**src/rtl/sync_counter_ctrl.sv**
```systemverilog
`default_nettype none
// ============================================================================
// Module      : sync_counter_ctrl
// Description : Start/stop/abort sequencer for an external sync_counter_8bit.
//               It provides one-shot and periodic run modes and a saturating
//               count of completed periods.
// Revision    : 1.0 - initial release
// ============================================================================
module sync_counter_ctrl #(
    parameter int W        = 8,
    parameter int PERIOD_W = 8
) (
    input  logic                clk,
    input  logic                clr,
    input  logic                cmd_start,
    input  logic                cmd_stop,
    input  logic                cmd_abort,
    input  logic                mode,
    input  logic [W-1:0]        preset,
    input  logic [W-1:0]        target,
    input  logic [W-1:0]        cnt_c,
    output logic                cnt_l,
    output logic                cnt_s_s,
    output logic [W-1:0]        cnt_d,
    output logic                cnt_clr,
    output logic                busy,
    output logic                done,
    output logic                tick,
    output logic [PERIOD_W-1:0] periods
);

    typedef enum logic [2:0] {
        S_IDLE  = 3'd0,
        S_LOAD  = 3'd1,
        S_RUN   = 3'd2,
        S_PAUSE = 3'd3,
        S_DONE  = 3'd4
    } state_t;

    localparam logic [PERIOD_W-1:0] c_PERIODS_MAX = {PERIOD_W{1'b1}};

    state_t              r_state;
    state_t              w_state_nxt;
    logic [W-1:0]        r_preset;
    logic [W-1:0]        r_target;
    logic                r_mode;
    logic [PERIOD_W-1:0] r_periods;
    logic                r_cnt_clr;

    logic                w_match;
    logic                w_latch;
    logic                w_period_clr;
    logic                w_period_inc;

    assign w_match = (cnt_c == r_target);

    // Abort is checked before any per-state decision so it wins everywhere.
    always_comb begin
        w_state_nxt  = r_state;
        w_latch      = 1'b0;
        w_period_clr = 1'b0;
        w_period_inc = 1'b0;
        if (cmd_abort) begin
            w_state_nxt  = S_IDLE;
            w_period_clr = 1'b1;
        end else begin
            case (r_state)
                S_IDLE, S_DONE: begin
                    if (cmd_start) begin
                        w_state_nxt  = S_LOAD;
                        w_latch      = 1'b1;
                        w_period_clr = 1'b1;
                    end
                end
                S_LOAD: begin
                    w_state_nxt = S_RUN;
                end
                S_RUN: begin
                    if (w_match) begin
                        w_period_inc = 1'b1;
                        if (!r_mode) begin
                            w_state_nxt = S_DONE;
                        end else if (cmd_stop) begin
                            w_state_nxt = S_PAUSE;
                        end
                    end else if (cmd_stop) begin
                        w_state_nxt = S_PAUSE;
                    end
                end
                S_PAUSE: begin
                    if (cmd_start && !cmd_stop) begin
                        w_state_nxt = S_RUN;
                    end
                end
                default: begin
                    w_state_nxt = S_IDLE;
                end
            endcase
        end
    end

    always_ff @(posedge clk or posedge clr) begin
        if (clr) begin
            r_state <= S_IDLE;
        end else begin
            r_state <= w_state_nxt;
        end
    end

    always_ff @(posedge clk or posedge clr) begin
        if (clr) begin
            r_preset <= '0;
            r_target <= '0;
            r_mode   <= 1'b0;
        end else if (w_latch) begin
            r_preset <= preset;
            r_target <= target;
            r_mode   <= mode;
        end
    end

    always_ff @(posedge clk or posedge clr) begin
        if (clr) begin
            r_periods <= '0;
        end else if (w_period_clr) begin
            r_periods <= '0;
        end else if (w_period_inc && (r_periods != c_PERIODS_MAX)) begin
            r_periods <= r_periods + 1'b1;
        end
    end

    // Clear pulse is issued in the cycle after the abort edge.
    always_ff @(posedge clk or posedge clr) begin
        if (clr) begin
            r_cnt_clr <= 1'b0;
        end else begin
            r_cnt_clr <= cmd_abort;
        end
    end

    assign cnt_l   = (r_state == S_LOAD) || ((r_state == S_RUN) && w_match && r_mode);
    assign cnt_s_s = (r_state == S_RUN) && !w_match;
    assign tick    = (r_state == S_RUN) && w_match;
    assign cnt_d   = r_preset;
    assign cnt_clr = r_cnt_clr;
    assign busy    = (r_state == S_LOAD) || (r_state == S_RUN) || (r_state == S_PAUSE);
    assign done    = (r_state == S_DONE);
    assign periods = r_periods;

endmodule
`default_nettype wire

```
**config.mk**
```make
export PLATFORM = sky130hd
export DESIGN_NAME = sync_counter_ctrl
export DESIGN_NICKNAME = d
export VERILOG_FILES = /design/src/rtl/sync_counter_ctrl.sv
export SDC_FILE = /design/constraint.sdc
export NUM_CORES = 1
export LEC_CHECK = 0
export CAP_MARGIN = 20
export CORE_UTILIZATION = 48
export CTS_BUF_LIST = sky130_fd_sc_hd__clkbuf_16
export DETAILED_ROUTE_END_ITERATION = 10
export PLACE_DENSITY = 0.94
export SLEW_MARGIN = 20
export SYNTH_ARGS = -nofsm -noshare
export SYNTH_HDL_FRONTEND = slang
export SYNTH_SLANG_ARGS = --single-unit
```
**constraint.sdc**
```tcl
create_clock -name clk -period 2.6 [get_ports clk]
set_input_delay 0.26 -clock clk [delete_from_list [all_inputs] [get_ports clk]]
set_output_delay 0.26 -clock clk [all_outputs]
set_load 0.005 [all_outputs]
```
==> impl_metrics.toml <==
[yosys]
synth_commonest_cells = "dfrtp_1, mux2_2, nand2_1"
ys.flop_type = "dfrtp_1"
netlist-cell-type-count = 33
mapped_avg_cell_area_um2 = 11.4
number_of_warning_messages_in_the_yosys_log = 0
async_flop_share_pct = 100
synth.net_count = 165
yosys_reg_bits = 29
post-synth-top-area-cell = "dfrtp_1"
synth_enable_flop_cells = 0
portion_of_the_post_synthesis_area_used_by_sequential_elements_pct = 47.6
synthesis.area_mm2 = 0.00153
synth_area_leaders = "dfrtp_1, mux2_2, mux2i_1"
synth_most_common_cell = "dfrtp_1"
yosys.area.top_type_share_pct = 47.6
postSynthCellCount = 134

[power]
power_leakage_nw = 0.858
powerDensity_mw_per_mm2 = 648
totalPowerFinal_mw = 1.44
max-vdd-ir-drop_mv = 0.459

[cells_and_area]
finalNonFillerCells = 236
finish.utilization_pct = 73.2
finalInstanceArea_mm2 = 0.00222
n_fill_cell = 219
finalNetCount = 223
antenna-diode-count = 0
flow.area_growth_from_synthesis_pct = 45.4
final_layout_size_suffix_gt1_share_pct = 17.7

[drt]
post_drt_via_cell_ratio = 5.39
route.vias.total = 1271
route.detailed.drc = 0
detail_route.wl_per_cell_um = 15.9
postRouteAntennaNets = 0
first_iter_violations = 65
number_of_iterations_in_the_first_detailed_routing_pass = 4
totalWireLength_um = 3740

[worst_setup_path]
critical_path_class = "primary input to primary output"
worst_setup_path_start_kind = "primary input"
worstPathMaxFanout = 2
arrival_ps = 2210
worst_ep_required_time_ps = 2340
timing.critical_path.to_type = "primary output"

[clocking]
cts_htree_levels = 2
hold_buffers = 0
clock_tree.root_cell = "clkbuf_16"
cts.sink_count = 29
cts.repair_timing.setup_buffer_count = 0
clock_tree_from_tritoncts = "built"
max-clock-path-buffers = 2
cts_made_buffers = 5
clock_latency_ps = 280
post_cts_resize_count = 0
worst_setup_hold_path_clk_slew_ps = 50

[placement]
hpwl_um = 2670
place_inst = 229
standard_cell_area_after_detailed_placement_mm2 = 0.00208
routabilityCongestion = 0.831
dp_slack_ps = 175
place.port_buffers = 51

[floorplanning]
std_cell_rows = 20
die_height_um = 58.4
initial_utilization_pct = 50.4
core_mm2 = 0.00303
fp.dieW_um = 58.4
floorplan.io_pins = 52
dieArea_mm2 = 0.00341

[run]
max-cap-violations = 0

[timing]
slew_headroom_pct = 63.5
rsz0062_at_grt = "false"
final_min_period_over_clock_period_pct = 95.0
final-hold-violation-count = 0
final.min_clock_period_ps = 2470
clock_tree_skew_after_final_layout_ps = 4.39
max_slew.worst_pin.slew_ps = 546
slew_violations = 0
setup_tns_ps = 0
setup_viol = 0
timing.final.ws_setup_ps = 130
max_freq_ghz = 0.405
worst_hold_slack_ps = 430

[global_route]
antenna_violations_before_repair = 0
gr_overflow_total = 0
first_global_vias = 1347
grt_pass1_wl_um = 6330
maximum_number_of_pins_on_one_net_before_global_route_repair = 30
grt_use_total_pct = 25.4

[outcome]
status = "finished clean"

[min_path]
worst_hold_path_type = "primary input to asynchronous set/reset pin"
-- worst max-delay path: stages --
cell and delay [ps]:
clkdlybuf4s50_1 480, xnor2_1 130, nand4_1 170, or4_1 500, a21oi_1 160, clkdlybuf4s50_1 510
-- final cells by class --
class                           count  area [um2]  share of cell area, %
Tap cell                           44        55.1                   2.48
Multi-Input combinational cell     95         733                   33.1
Timing Repair Buffer               57         556                   25.1
Clock buffer                        5         125                   5.64
Sequential cell                    29         726                   32.7
Inverter                            4        15.0                  0.677
Clock inverter                      2        7.51                  0.339
-- per-layer routing --
layer / up-vias / track usage (%) / routed length (um)
li1: 600 / - / -
met1: 610 / 29.8 / 1410
met2: 53 / 42.9 / 2060
met3: 8 / 7.91 / 196
met4: 0 / 11.6 / 74
met5: - / 0 / 0
-- where the power goes --
part,internal [mW],switching (mW)
logic,0.211,0.119
clock network,0.340,0.188
registers,0.525,0.0531
-- cells in the final DEF, fill, tap and decap left out, drive strengths merged, types with 3 or more instances in the layout --
cell           instances
clkdlybuf4s50         51
nand2                 15
mux2                  17
clkbuf                 5
nor4                   9
nand4                  3
buf                    6
or3                    5
inv                    5
nor2                   5
mux2i                  7
dfrtp                 29
and2                   3
xnor2                  8
-- path summary, 6_finish.rpt --
path | startpoint | end | slack (ps) | cells after the start
setup reg to reg | r_state[0] | cnt_d[6] | 860 | 5
setup / recovery | cnt_c[6] | cnt_l | 130 | 6
min in group clk | cnt_d[3] | cnt_d[3] | 500 | 1
max in group asynchronous | clr | r_target[4] | 1890 | 3
hold reg to reg | cnt_d[3] | cnt_d[3] | 500 | 1
hold / removal | clr | r_target[0] | 430 | 3
-- state kept, by name, indices dropped and copies added (netlist names) --
name and count:
cnt_d 8, cnt_clr 1, periods 8, r_mode 1, r_state 3, r_target 8
-- logic make-up after synthesis --
kind of cell / after synthesis / synth area share (%)
adder cells (fa/ha/maj): 1 / 0.820
flip-flops: 29 / 47.6
buffers and inverters: 10 / 4.35
AO/OA/AOI/OAI: 7 / 3.53
AND/OR/NAND/NOR: 55 / 22.0
multiplexers: 24 / 17.1
XOR/XNOR: 8 / 4.59
Power figures use the tool's default switching activity.
